===== src/rtl/seq_divider_pkg.sv =====
// div_pkg: shared types and helpers for the sequential signed divider.
// Holds the FSM state type, default width, most-negative constant, abs helper.
package div_pkg;

  localparam int DIV_WIDTH = 32;

  localparam logic [DIV_WIDTH-1:0] MIN_NEG =
    {1'b1, {(DIV_WIDTH-1){1'b0}}};

  typedef enum logic [1:0] {
    IDLE,
    CALC,
    FIX,
    DONE
  } div_state_t;

  // Magnitude as an unsigned value; MIN_NEG maps to 2^(W-1).
  function automatic logic [DIV_WIDTH-1:0] abs_mag(
    input logic [DIV_WIDTH-1:0] v
  );
    return v[DIV_WIDTH-1] ? -v : v;
  endfunction

endpackage


===== src/rtl/seq_divider_if.sv =====
// seq_divider_if: operand/result valid-ready bundle for seq_divider.
// master = requester (in_valid, operands, out_ready); slave = divider.
// SEQ_DIVIDER_UNSIGNED_EN adds op_signed (master -> slave).
interface seq_divider_if #(
  parameter int WIDTH = 32
);
  logic             in_valid;
  logic             in_ready;
  logic [WIDTH-1:0] dividend;
  logic [WIDTH-1:0] divisor;
  logic             out_valid;
  logic             out_ready;
  logic [WIDTH-1:0] quotient;
  logic [WIDTH-1:0] remainder;
  logic             div_by_zero;
  logic             overflow;
`ifdef SEQ_DIVIDER_UNSIGNED_EN
  logic             op_signed;

  modport master (
    output in_valid, dividend, divisor,
    output out_ready, op_signed,
    input  in_ready, out_valid,
    input  quotient, remainder,
    input  div_by_zero, overflow
  );

  modport slave (
    input  in_valid, dividend, divisor,
    input  out_ready, op_signed,
    output in_ready, out_valid,
    output quotient, remainder,
    output div_by_zero, overflow
  );
`else
  modport master (
    output in_valid, dividend, divisor,
    output out_ready,
    input  in_ready, out_valid,
    input  quotient, remainder,
    input  div_by_zero, overflow
  );

  modport slave (
    input  in_valid, dividend, divisor,
    input  out_ready,
    output in_ready, out_valid,
    output quotient, remainder,
    output div_by_zero, overflow
  );
`endif

endinterface


===== src/rtl/div_step.sv =====
// div_step: one combinational restoring shift-subtract iteration.
// In: rem_i, quo_i, dsr_i (divisor magnitude). Out: rem_o, quo_o.
module div_step #(
  parameter int WIDTH = 32
) (
  input  logic [WIDTH-1:0] rem_i,
  input  logic [WIDTH-1:0] quo_i,
  input  logic [WIDTH-1:0] dsr_i,
  output logic [WIDTH-1:0] rem_o,
  output logic [WIDTH-1:0] quo_o
);

  logic [WIDTH:0]   sh;
  logic [WIDTH-1:0] trial;
  logic             fits;

  // Shifted remainder needs W+1 bits when the divisor
  // magnitude uses the full W bits; the difference always
  // fits back into W bits when the subtraction succeeds.
  always_comb begin
    sh    = {rem_i, quo_i[WIDTH-1]};
    fits  = sh >= {1'b0, dsr_i};
    trial = sh[WIDTH-1:0] - dsr_i;
    rem_o = fits ? trial : sh[WIDTH-1:0];
    quo_o = {quo_i[WIDTH-2:0], fits};
  end

endmodule


===== src/rtl/seq_divider.sv =====
// seq_divider: multi-cycle radix-2 restoring signed divider, 1 bit/clock.
// Ports: clk, rst_n (sync, active-low), bus (seq_divider_if.slave).
// Macro SEQ_DIVIDER_UNSIGNED_EN: bus.op_signed selects signed/unsigned.
module seq_divider
  import div_pkg::*;
#(
  parameter int WIDTH = DIV_WIDTH,
  parameter int CNT_W = $clog2(WIDTH) + 1
) (
  input logic          clk,
  input logic          rst_n,
  seq_divider_if.slave bus
);

  localparam logic [CNT_W-1:0] CNT_INIT = CNT_W'(WIDTH);
  localparam logic [CNT_W-1:0] CNT_ONE  = CNT_W'(1);

  div_state_t       state_q, state_d;
  logic [CNT_W-1:0] cnt_q, cnt_d;
  logic [WIDTH-1:0] rem_q, rem_d;
  logic [WIDTH-1:0] quo_q, quo_d;
  logic [WIDTH-1:0] dsr_q, dsr_d;
  logic             qneg_q, qneg_d;
  logic             rneg_q, rneg_d;
  logic             dbz_q, dbz_d;
  logic             ovf_q, ovf_d;
  logic             rdy_q, rdy_d;

  logic [WIDTH-1:0] step_rem;
  logic [WIDTH-1:0] step_quo;
  logic [WIDTH-1:0] a_mag;
  logic [WIDTH-1:0] b_mag;
  logic             accept;
  logic             is_signed;
  logic             a_neg;
  logic             b_neg;

`ifdef SEQ_DIVIDER_UNSIGNED_EN
  assign is_signed = bus.op_signed;
`else
  assign is_signed = 1'b1;
`endif

  assign accept = rdy_q & bus.in_valid;
  assign a_neg  = is_signed & bus.dividend[WIDTH-1];
  assign b_neg  = is_signed & bus.divisor[WIDTH-1];
  assign a_mag  = a_neg ? abs_mag(bus.dividend)
                        : bus.dividend;
  assign b_mag  = b_neg ? abs_mag(bus.divisor)
                        : bus.divisor;

  div_step #(
    .WIDTH (WIDTH)
  ) u_step (
    .rem_i (rem_q),
    .quo_i (quo_q),
    .dsr_i (dsr_q),
    .rem_o (step_rem),
    .quo_o (step_quo)
  );

  always_comb begin
    state_d = state_q;
    cnt_d   = cnt_q;
    rem_d   = rem_q;
    quo_d   = quo_q;
    dsr_d   = dsr_q;
    qneg_d  = qneg_q;
    rneg_d  = rneg_q;
    dbz_d   = dbz_q;
    ovf_d   = ovf_q;
    unique case (state_q)
      IDLE: begin
        if (accept) begin
          qneg_d = a_neg ^ b_neg;
          rneg_d = a_neg;
          dsr_d  = b_mag;
          if (bus.divisor == '0) begin
            quo_d   = '1;
            rem_d   = bus.dividend;
            dbz_d   = 1'b1;
            state_d = DONE;
          end else if (is_signed
                       && bus.dividend == MIN_NEG
                       && bus.divisor == '1) begin
            quo_d   = MIN_NEG;
            rem_d   = '0;
            ovf_d   = 1'b1;
            state_d = DONE;
          end else begin
            quo_d   = a_mag;
            rem_d   = '0;
            cnt_d   = CNT_INIT;
            state_d = CALC;
          end
        end
      end
      CALC: begin
        rem_d = step_rem;
        quo_d = step_quo;
        cnt_d = cnt_q - CNT_ONE;
        if (cnt_q == CNT_ONE) begin
          state_d = FIX;
        end
      end
      FIX: begin
        if (qneg_q) quo_d = -quo_q;
        if (rneg_q) rem_d = -rem_q;
        state_d = DONE;
      end
      DONE: begin
        if (bus.out_ready) begin
          dbz_d   = 1'b0;
          ovf_d   = 1'b0;
          state_d = IDLE;
        end
      end
      default: state_d = IDLE;
    endcase
    // Registered so it cannot rise in the cycle a result
    // is consumed.
    rdy_d = (state_d == IDLE);
  end

  always_ff @(posedge clk) begin
    if (!rst_n) begin
      state_q <= IDLE;
      cnt_q   <= '0;
      rem_q   <= '0;
      quo_q   <= '0;
      dsr_q   <= '0;
      qneg_q  <= 1'b0;
      rneg_q  <= 1'b0;
      dbz_q   <= 1'b0;
      ovf_q   <= 1'b0;
      rdy_q   <= 1'b0;
    end else begin
      state_q <= state_d;
      cnt_q   <= cnt_d;
      rem_q   <= rem_d;
      quo_q   <= quo_d;
      dsr_q   <= dsr_d;
      qneg_q  <= qneg_d;
      rneg_q  <= rneg_d;
      dbz_q   <= dbz_d;
      ovf_q   <= ovf_d;
      rdy_q   <= rdy_d;
    end
  end

  assign bus.in_ready    = rdy_q;
  assign bus.out_valid   = (state_q == DONE);
  assign bus.quotient    = quo_q;
  assign bus.remainder   = rem_q;
  assign bus.div_by_zero = dbz_q;
  assign bus.overflow    = ovf_q;

endmodule

===== src/flat_wrapper.sv =====
// flat-port wrapper written by rule: the top's interface ports become plain ports
module seq_divider_flat import div_pkg::*;
#(
  parameter int WIDTH = DIV_WIDTH,
  parameter int CNT_W = $clog2(WIDTH) + 1
)
  (clk, rst_n, bus_in_valid, bus_dividend, bus_divisor, bus_out_ready, bus_in_ready, bus_out_valid, bus_quotient, bus_remainder, bus_div_by_zero, bus_overflow);
  seq_divider_if #(.WIDTH(WIDTH)) bus_i ();
  input logic clk;
  input logic rst_n;
  input wire logic [$bits(bus_i.in_valid)-1:0] bus_in_valid;
  input wire logic [$bits(bus_i.dividend)-1:0] bus_dividend;
  input wire logic [$bits(bus_i.divisor)-1:0] bus_divisor;
  input wire logic [$bits(bus_i.out_ready)-1:0] bus_out_ready;
  output wire logic [$bits(bus_i.in_ready)-1:0] bus_in_ready;
  output wire logic [$bits(bus_i.out_valid)-1:0] bus_out_valid;
  output wire logic [$bits(bus_i.quotient)-1:0] bus_quotient;
  output wire logic [$bits(bus_i.remainder)-1:0] bus_remainder;
  output wire logic [$bits(bus_i.div_by_zero)-1:0] bus_div_by_zero;
  output wire logic [$bits(bus_i.overflow)-1:0] bus_overflow;
  assign bus_i.in_valid = bus_in_valid;
  assign bus_i.dividend = bus_dividend;
  assign bus_i.divisor = bus_divisor;
  assign bus_i.out_ready = bus_out_ready;
  assign bus_in_ready = bus_i.in_ready;
  assign bus_out_valid = bus_i.out_valid;
  assign bus_quotient = bus_i.quotient;
  assign bus_remainder = bus_i.remainder;
  assign bus_div_by_zero = bus_i.div_by_zero;
  assign bus_overflow = bus_i.overflow;
  seq_divider #(.WIDTH(WIDTH), .CNT_W(CNT_W)) u_core (.clk(clk), .rst_n(rst_n), .bus(bus_i));
endmodule

===== config.mk =====
export PLATFORM = sky130hd
export DESIGN_NAME = seq_divider_flat
export DESIGN_NICKNAME = d
export VERILOG_FILES = /design/src/rtl/seq_divider_pkg.sv /design/src/rtl/seq_divider_if.sv /design/src/rtl/div_step.sv /design/src/rtl/seq_divider.sv /design/src/flat_wrapper.sv
export SDC_FILE = /design/constraint.sdc
export NUM_CORES = 1
export LEC_CHECK = 0
export BUFFER_PORTS_ARGS = -buffer_cell sky130_fd_sc_hd__buf_2
export CAP_MARGIN = 20
export CELL_PAD_IN_SITES_DETAIL_PLACEMENT = 1
export CELL_PAD_IN_SITES_GLOBAL_PLACEMENT = 1
export CORE_UTILIZATION = 34
export DETAILED_ROUTE_END_ITERATION = 8
export PLACE_DENSITY = 0.72
export SKIP_LAST_GASP = 1
export SLEW_MARGIN = 10
export SYNTH_ARGS = -nofsm -noshare
export SYNTH_HDL_FRONTEND = slang
export SYNTH_SLANG_ARGS = --single-unit

===== constraint.sdc =====
create_clock -name clk -period 4.95 [get_ports clk]
set_clock_uncertainty 0.2 [all_clocks]
set_input_delay 0.7425 -clock clk [delete_from_list [all_inputs] [get_ports clk]]
set_output_delay 0.7425 -clock clk [all_outputs]
set_load 0.03 [all_outputs]

Yosys cells after proc, flatten, opt, wreduce, memory -nomap -nowiden --
Index checks and enable logic that the tools add are counted.
Word-level totals: input port bits 68, logic and storage cells 76, bits in registers 109, output and inout bits 68
Cells by class: bitwise logic cells 2, mux-type cells 30, $lt $le $gt $ge 1, eq/ne operators 14, $add $sub $neg 6, reductions and logical operators 13
Operators with widths (number):
- 32-bit two-way mux | 10
- 32-bit one-hot mux with 3 select lines | 2
- 32-bit negation | 4
- 32-bit == test, second input constant | 2
- 33-bit by 32-bit >= comparator with 1-bit output | 1
- 32-bit logical NOT | 1
- 32-bit subtractor | 1
- 6-bit two-way mux | 3
- 6-bit one-hot mux with 2 select lines | 1
- 2-bit two-way mux | 5
- 2-bit by 1-bit inequality test with 1-bit output, second input constant | 5
- 2-bit one-hot mux with 4 select lines | 1
- 4-bit AND reduction | 2
- 6-bit by 1-bit == test with 1-bit output, second input constant | 1
- 1-bit two-way mux | 6
- 2-bit inequality test, second input constant | 3
- 3-bit AND reduction | 2
- 6-bit by 1-bit subtractor with 6-bit output, second input constant | 1
- 5-bit AND reduction | 1
- 2-bit == test, second input constant | 2
- 2-bit logical NOT | 2
- 1-bit one-hot mux with 2 select lines | 2
- 2-bit nonzero test | 2
- 3-bit nonzero test | 1
- other kinds (5) | 5

Depth between registers and ports, before layout --
Gate-level depths: netlist (run 1).
depth after elaboration 7, gate-level depth with buffers 14, mapped depth without buffers 12

By module --
A second synthesis (run 1) with hierarchy kept.
Second synthesis, totals: cell total of the unflattened synthesis 1388, area total of the unflattened synthesis 10337.4 µm²
By module, submodules not included:
- seq_divider | instances 1, cells each 1033, sequential area each 2182.1 µm², area each 7766.2 µm²
- div_step | instances 1, cells each 355, sequential area each 0.0 µm², area each 2571.2 µm²

Least setup slack after synthesis (run 1) --
OpenSTA, ideal clock, no wires.
path type input-to-reg, from in bus_dividend[5], to reg u_core.quo_q[29], in the netlist u_core.bus.quotient[29], path buffers 1, data arrival time 3106 ps, slack 1527 ps, stages on the path 10, data required time 4634 ps, cells stage by stage or4_1 -> or4_4 -> or2_1 -> or3_1 -> buf_2 -> nor3_1 -> nand2b_1 -> xor2_1 -> nor2_1 -> o211a_1
Between the ends: word-level cells in the longest chain between the ends 6, elaborated cells between the ends (all ways) 8
Ends and longest elaborated chain:
- start, declared | line flat_wrapper.sv:12 | input wire logic [$bits(bus_i.dividend)-1:0] bus_dividend;
- 32-bit negation / 32-bit == test (equally long branches) | line seq_divider_pkg.sv:21, seq_divider.sv:84
- 32-bit two-way mux / 1-bit logical AND (equally long branches) | line seq_divider.sv:47, seq_divider.sv:85
- 32-bit two-way mux * | line seq_divider.sv:83 | end else if (is_signed
- 32-bit two-way mux * | line seq_divider.sv:78 | if (bus.divisor == '0) begin
- 32-bit two-way mux * | line seq_divider.sv:74 | if (accept) begin
- 32-bit one-hot mux with 3 select lines * | line seq_divider.sv:72 | unique case (state_q)
- end signal, assigned | line seq_divider.sv:141 | quo_q <= quo_d;
- end, declared | line seq_divider.sv:21 | logic [WIDTH-1:0] quo_q, quo_d;
Every way passes the cells marked *; elsewhere a longest branch is shown, timed or not. The select of a mux whose other input is x is not followed. A chain may end at the register's enable or synchronous reset.

Worst setup path in the final report (run 1) --
from reg u_core.rem_q[5], in the netlist u_core.bus.remainder[5], to reg u_core.rem_q[6], in the netlist u_core.bus.remainder[6]
Between the ends: word-level cells in the longest chain between the ends 3, elaborated cells between the ends (all ways) 6
Ends and longest elaborated chain:
- start, declared | line seq_divider.sv:20 | logic [WIDTH-1:0] rem_q, rem_d;
- start signal, assigned | line seq_divider.sv:140 | rem_q <= rem_d;
- 32-bit negation, or another cell as far along | line seq_divider.sv:108 | if (rneg_q) rem_d = -rem_q;
- 32-bit two-way mux (on tied branches) | line seq_divider.sv:108, div_step.sv:24
- 32-bit one-hot mux with 3 select lines * | line seq_divider.sv:72
Marked as above.

==> results of run 1 <==
==> registers in the layout, indices dropped and copies added (netlist names) <==
register                count
u_core.bus.quotient        32
u_core.dsr_q               32
u_core.bus.overflow         1
u_core.bus.remainder       32
u_core.rneg_q               1
u_core.cnt_q                6
u_core.bus.in_ready         1
u_core.state_q              2
u_core.bus.div_by_zero      1
u_core.qneg_q               1
==> cell usage in the layout, fill, tap and decap left out, types with 33 or more instances in the layout <==
cell type / netlist / layout
a21oi_1: 73 / 73
buf_4: 0 / 33
nor3_1: 44 / 43
buf_2: 11 / 135
o21ai_0: 117 / 117
xnor2_1: 66 / 66
nor2_1: 73 / 73
dfxtp_1: 109 / 109
ha_1: 43 / 40
xor2_1: 45 / 45
nand2_1: 159 / 159
inv_1: 71 / 71
==> area by class of cell <==
cell class / instances / area share
clock buffers: 10 / 0.02073
clock inverters: 5 / 0.003908
inverters: 71 / 0.02312
multi-input cells: 1124 / 0.6412
flip-flops and latches: 109 / 0.1893
well taps: 384 / 0.04168
repair buffers: 168 / 0.08010
==> how the worst max path moves through the flow <==
| stage | from | endpoint | slack [ps] | depth (start not counted) |
|---|---|---|---|---|
| 6_report | u_core.bus.remainder[5] | u_core.bus.remainder[6] | 950 | 11 |
| 5_1_grt | u_core.bus.remainder[5] | u_core.bus.quotient[0] | 650 | 11 |
| 4_1_cts | u_core.bus.remainder[5] | u_core.bus.remainder[6] | 960 | 11 |
| 3_5_place_dp | bus_divisor[15] | u_core.bus.remainder[30] | 860 | 10 |
| 3_3_place_gp | bus_divisor[15] | u_core.bus.remainder[21] | 970 | 10 |
| 2_1_floorplan | bus_dividend[5] | u_core.bus.quotient[29] | 1530 | 10 |
==> kinds of logic after synthesis <==
logic type               share of synthesized area
adder cells (fa/ha/maj)                    0.05482
AO/OA/AOI/OAI                               0.3118
AND/OR/NAND/NOR                             0.2418
flip-flops                                  0.2144
multiplexers                               0.01954
buffers and inverters                      0.06219
XOR/XNOR                                   0.09550
==> per-layer routing <==
layer  part of all wire  global-route usage  vias to the layer above  wire length (µm)
met4              0.027             0.08877                        2              1086
met5            0.00023                   0                        -                 9
met2               0.46              0.4087                      330             18020
li1                   -                   -                     5317                 -
met1               0.47              0.3519                     5526             18520
met3              0.050             0.03133                       48              1964
==> through the flow <==
step,power [mW],hold slack [ps],setup slack [ps],std cells,util
final,3.982,288.7,947.4,1871,0.3963
after global routing,4.213,340.4,653.4,1871,0.3963
after CTS,3.963,290.7,964.8,1871,0.3963
after detailed placement,3.206,280.1,858.0,1856,0.3865
after global placement,3.167,270.7,974.3,1856,0.3865
after floorplan,2.583,247.2,1527,1398,-
==> power groups by stage <==
stage	sequential (mW)	combinational, mW	clock [mW]
floorplan	1.16	1.42	0
global placement	1.08	2.08	0
detailed placement	1.09	2.12	0
CTS	1.07	2.13	0.762
global route	1.08	2.34	0.792
finish	1.07	2.16	0.751
==> critical path, cell delays in order, from the launching register on <==
cell and delay, ps:
dfxtp_1 520, ha_1 380, a21oi_1 180, o21ai_0 120
a221oi_1 340, o21a_1 330, a2111oi_0 170, nor3b_2 600
buf_4 320, mux2_2 350, a221oi_1 240, o21ai_0 120
==> summary.md, run 1 <==
| Metric | Value |
|---|---|
| # hold bufs at CTS | `0` |
| Total CTS buffers | `9` |
| First-pass GRT wire length | `61840 µm` |
| Ranking of synthesized cells by area | `dfxtp_1, nand2_1, o21ai_0` |
| Synth Register Bits | `109` |
| Post-synth top area share | `0.2144` |
| Die area | `just over 0.03 mm²` |
| Post-Route WL | `39590 µm` |
| PD cells | `about 350 mW/mm²` |
| P_sw | `1.859 mW` |
| Largest area contributor in the netlist | `dfxtp_1` |
| Syn_area_per_cell | `7.282 µm²` |
| Die Wd | `175.0 µm` |
| Clock-pin slew on the worst setup and hold paths | `80 ps` |
| Antenna Cells | `0` |
| Vias in the first global route | `10880` |
| Share of cells above drive strength 1 | `0.1500` |
| CTS sink cnt | `109` |
| Sw Share | `0.4670` |
| CTS tree | `done` |
| Crit path required time | `5000 ps` |
| Largest net degree at the start of global routing | `roughly 70` |
| Asr flop ratio synth | `0` |
| Multi-input logic area | `0.007391 mm²` |
| Post-Syn Area | `0.01018 mm²` |
| Number of top-level design ports | `136` |
| Status | `complete, no violations` |
| RR Startpoint | `u_core.bus.remainder[5]` |
| Core footprint | `0.02909 mm²` |
| Setup violators final | `0` |
| Combinational fraction of design power | `0.543` |
| Die Y | `175.0 µm` |
| Hold Path Sink | `u_core.rneg_q` |
| Final min period | `4003 ps` |
| Final hold violation count | `0` |
| HP Class | `reg2reg` |
| Layout area overhead | `13.24%` |
| HPWL after DPL | `29790 µm` |
| Clk pwr share | `0.189` |
| Routed vias | `11220` |
| # DRC | `0` |
| Worst IR Drop VDD | `0.0001539 V` |
| Antenna violations before repair | `1` |
| Worst Path Class, Setup | `reg2reg` |
| Register area | `about 0.0022 mm²` |
| Routability cong. | `0.8790` |
| Top-count cell post-synth | `nand2_1` |
| Design Area, Final | `about 0.012 mm²` |
| Count of pins over their slew limit | `0` |
| Worst Reg-to-Reg Cells | `11` |
| Setup Fix Bufs, Post-CTS | `0` |
| Worst skew pair latency | `370 ps` |
| Synth cell types | `86` |
| Leak | `4.940 nW` |
| Placed cell areas | `between 0.01 and 0.015 mm²` |
| Main synth FF type | `dfxtp_1` |
| Sequential Power Share | `0.269` |
| Post-synth EDFFs | `0` |
| PortBufs | `between 100 and 150` |
| Critical Path Sink Type | `flop` |
| Max-cap viol count | `0` |
| Post-synthesis sequential area ratio | `0.2144` |
| Final net count | `1595` |
| Post-cts resize count | `0` |
| RSZ-0062 raised after global routing | `no` |
| Initial Util | `0.3499` |
| Rel. slew slack | `0.2563` |
| H-tree depth | `3` |
| Setup TNS | `0 ps` |
| Via density | `5.998` |
| Synth top cells by count | `nand2_1, o21ai_0, dfxtp_1, clkbuf_1` |
| HP Start | `u_core.rneg_q` |
| Maximum fanout along the worst path | `14` |
| R2r setup slk | `around 950 ps` |
| DR pass1 iterations | `6` |
| Fmax | `0.2498 GHz` |
| Crit path launch type | `flop` |
| Final worst-path cycle share | `0.8086` |
| Hold path cells | `2` |
| Number of synthesis warnings | `0` |
| CTS Root Cell | `clkbuf_16` |
| Syn Nets | `1510` |
| Starting DRT DRC Count | `approximately 910` |
| Grt ovf | `0` |
| Deepest clock path buffer count | `2` |
| Fillers | `~3700` |
| Arrival @ worst endpoint | `4050 ps` |
| Internal cell power | `2.122 mW` |
| Row count | `62` |
| Detail Route Antenna Nets | `0` |
| Worst slew pin tran | `1114 ps` |
| Post-synthesis cell count | `1398` |
| FF-to-FF End | `u_core.bus.remainder[6]` |
| GRT Overall Usage | `0.2556` |
| WL/cell | `21.16 µm` |
No activity file was read; power rests on OpenSTA's default activity.
==> inputs of run 2 (changes only) <==
--- a/config.mk
+++ b/config.mk
@@ -11,7 +11,7 @@
 export CELL_PAD_IN_SITES_GLOBAL_PLACEMENT = 1
 export CORE_UTILIZATION = 34
 export DETAILED_ROUTE_END_ITERATION = 8
-export PLACE_DENSITY = 0.72
+export PLACE_DENSITY = 0.75
 export SKIP_LAST_GASP = 1
 export SLEW_MARGIN = 10
 export SYNTH_ARGS = -nofsm -noshare
==> constraint.sdc (replaced) <==
create_clock -name clk -period 3.5 [get_ports clk]
set_clock_uncertainty 0.2 [all_clocks]
set_input_delay 0.525 -clock clk [delete_from_list [all_inputs] [get_ports clk]]
set_output_delay 0.525 -clock clk [all_outputs]
set_load 0.03 [all_outputs]
==> run 2 against run 1 <==
Compared with the run above:
- clock power up 54%
- global-route usage up 1.7 points
- routed wire length up 6.8%
- sequential share of layout area down 1.3 points
- cell count up 5.1%
- critical endpoint is now u_core.bus.remainder[15]
- first-iteration DRC count down 10%
- largest power group unchanged
- worst setup slack worse by 800 ps
- register-to-register slack worse by 800 ps
- worst hold slack worse by 25 ps
==> summary.md, run 2 (same netlist as run 1, synthesis figures left out) <==
| Metric | Value |
|---|---|
| Largest net degree at the start of global routing | `53 (was 71)` |
| Worst Reg-to-Reg Cells | `13 (was 11)` |
| Leak | `5.444 nW (was 4.940 nW)` |
| CTS sink cnt | `109 (unchanged)` |
| DR pass1 iterations | `5 (was 6)` |
| Grt ovf | `0 (unchanged)` |
| RSZ-0062 raised after global routing | `yes (was no)` |
| RR Startpoint | `u_core.dsr_q[7] (was u_core.bus.remainder[5])` |
| Final worst-path cycle share | `0.9569 (was 0.8086)` |
| Post-Route WL | `42280 µm (was 39590 µm)` |
| Die Wd | `175.0 µm (unchanged)` |
| Worst slew pin tran | `684.9 ps (was 1114 ps)` |
| Fmax | `0.2986 GHz (was 0.2498 GHz)` |
| Hold path cells | `3 (was 2)` |
| GRT Overall Usage | `0.2723 (was 0.2556)` |
| Vias in the first global route | `11490 (was 10880)` |
| Starting DRT DRC Count | `818 (was 911)` |
| Clock-pin slew on the worst setup and hold paths | `90 ps (was 80 ps)` |
| R2r setup slk | `150 ps (was 950 ps)` |
| PD cells | `492.0 mW/mm² (was 345.4 mW/mm²)` |
| Fillers | `3720 (was 3688)` |
| HPWL after DPL | `32940 µm (was 29790 µm)` |
| Deepest clock path buffer count | `2 (unchanged)` |
| Final hold violation count | `0 (unchanged)` |
| Antenna Cells | `0 (unchanged)` |
| H-tree depth | `3 (unchanged)` |
| Detail Route Antenna Nets | `0 (unchanged)` |
| Maximum fanout along the worst path | `10 (was 14)` |
| Routability cong. | `0.9223 (was 0.8790)` |
| Number of top-level design ports | `136 (unchanged)` |
| # hold bufs at CTS | `0 (unchanged)` |
| First-pass GRT wire length | `65360 µm (was 61840 µm)` |
| Worst skew pair latency | `370 ps (about the same)` |
| Share of cells above drive strength 1 | `0.2085 (was 0.1500)` |
| Row count | `62 (unchanged)` |
| Layout area overhead | `21.45% (was 13.24%)` |
| Final Util | `0.4250 (was 0.3963)` |
| Antenna violations before repair | `0 (was 1)` |
| WL/cell | `21.50 µm (was 21.16 µm)` |
| Worst IR Drop VDD | `0.0002573 V (was 0.0001539 V)` |
| HP Class | `in2reg (was reg2reg)` |
| Final min period | `3349 ps (was 4003 ps)` |
| Max-cap viol count | `0 (unchanged)` |
| Total CTS buffers | `9 (unchanged)` |
| Multi-input logic area | `0.007456 mm² (was 0.007391 mm²)` |
| CTS Root Cell | `clkbuf_16 (unchanged)` |
| Register area | `0.002182 mm² (unchanged)` |
| Placed cell areas | `0.01196 mm² (was 0.01124 mm²)` |
| Hold Path Sink | `u_core.dsr_q[0] (was u_core.rneg_q)` |
| CTS tree | `done (unchanged)` |
| Die area | `0.03064 mm² (unchanged)` |
| Final net count | `1692 (was 1595)` |
| Rel. slew slack | `0.5434 (was 0.2563)` |
| Core footprint | `0.02909 mm² (unchanged)` |
| Routed vias | `11600 (was 11220)` |
| Most frequent cells in the layout | `nand2_1, buf_2, buf_4, o21ai_0, dfxtp_1 (was nand2_1, buf_2, o21ai_0, dfxtp_1)` |
| PortBufs | `135 (unchanged)` |
| FF-to-FF End | `u_core.bus.remainder[15] (was u_core.bus.remainder[6])` |
| Setup TNS | `0 ps (unchanged)` |
| Crit path required time | `3540 ps (was 5000 ps)` |
| Count of pins over their slew limit | `0 (unchanged)` |
| Commonest non-fill, non-tap cell in the layout | `nand2_1 (unchanged)` |
| Status | `complete, no violations (unchanged)` |
| Design Area, Final | `0.01236 mm² (was 0.01153 mm²)` |
| # DRC | `0 (unchanged)` |
| Arrival @ worst endpoint | `3390 ps (was 4050 ps)` |
| Via density | `5.895 (was 5.998)` |
| Setup violators final | `0 (unchanged)` |
| Crit path launch type | `flop (unchanged)` |
| Critical Path Sink Type | `flop (unchanged)` |
| HP Start | `bus_divisor[0] (was u_core.rneg_q)` |
| Worst Path Class, Setup | `reg2reg (unchanged)` |
| Die Y | `175.0 µm (unchanged)` |
| Initial Util | `0.3499 (unchanged)` |
## run 2: changes by cell type in the layout (fill, tap and decap cells not counted), moves of 2 or more
| cell | previous run | this run |
|---|---|---|
| a311oi_2 | 0 | 2 |
| buf_4 | 33 | 127 |
| clkinv_4 | 3 | 0 |
| o31ai_2 | 1 | 3 |
| a31oi_1 | 9 | 7 |
| a311oi_1 | 3 | 1 |
| ha_1 | 40 | 38 |
| ha_2 | 3 | 5 |
| bufinv_16 | 0 | 2 |
| o31ai_1 | 23 | 21 |
| a31oi_2 | 0 | 2 |
## run 2: worst max-delay path by stage
stage	from	slack, ps	cells past startpoint	to
6_report	u_core.dsr_q[7]	150	13	u_core.bus.remainder[15]
5_1_grt	u_core.bus.quotient[31]	-20	13	u_core.bus.remainder[26]
4_1_cts	u_core.dsr_q[8]	20	12	u_core.bus.quotient[0]
3_5_place_dp	bus_dividend[7]	-70	10	u_core.cnt_q[3]
3_3_place_gp	bus_dividend[7]	-9	10	u_core.cnt_q[1]
2_1_floorplan	u_core.bus.remainder[19]	100	12	u_core.bus.remainder[11]
## run 2: through the flow
step	worst slack [ps]	power, mW	std cells	hold slack [ps]
global route	-23.89	6.421	1967	276.0
CTS	15.70	5.948	1964	268.3
floorplan	103.3	3.653	1398	247.2
finish	150.9	6.083	1967	264.1
detailed placement	-74.72	4.782	1950	289.0
global placement	-9.113	4.699	1950	271.1
## run 2: what timing repair did
action | in CTS | in global routing
resized for setup | 0 | 18
buffers inserted | 0 | 3
endpoints found under the setup margin | 0 | 16
## run 2: report_power, final
part           leakage, nW  internal (mW)  switching [mW]
Sequential           0.890           1.35           0.122
Clock                0.149          0.624           0.533
Combinational         4.40           1.39            2.06
Total                 5.44           3.37            2.72
## run 2: layer usage
metal	track usage	wire (µm)	up-vias	part of all wire
li1	-	-	5506	-
met5	0	0	-	0
met4	0.1105	1585	0	0.037
met1	0.3569	18880	5655	0.45
met3	0.04439	2410	59	0.057
met2	0.4423	19410	376	0.46
## run 2: worst max-delay path, cell delays in order (launching register included)
cell and delay, ps:
dfxtp_1 320, inv_1 100, ha_1 360, buf_4 180, nand2_1 50, o21ai_0 130
a221oi_1 350, o21a_1 240, a2111oi_2 100, nor3b_4 290, buf_8 190, mux2_2 340
a221oi_1 250, o21ai_1 150
## run 2: cell type report
type	count	area share
sequential	109	0.1765
multi-input combinational	1124	0.6031
timing repair buffer	265	0.1355
inverter	71	0.02156
tap	384	0.03886
clock inverter	4	0.005971
clock buffer	10	0.01852
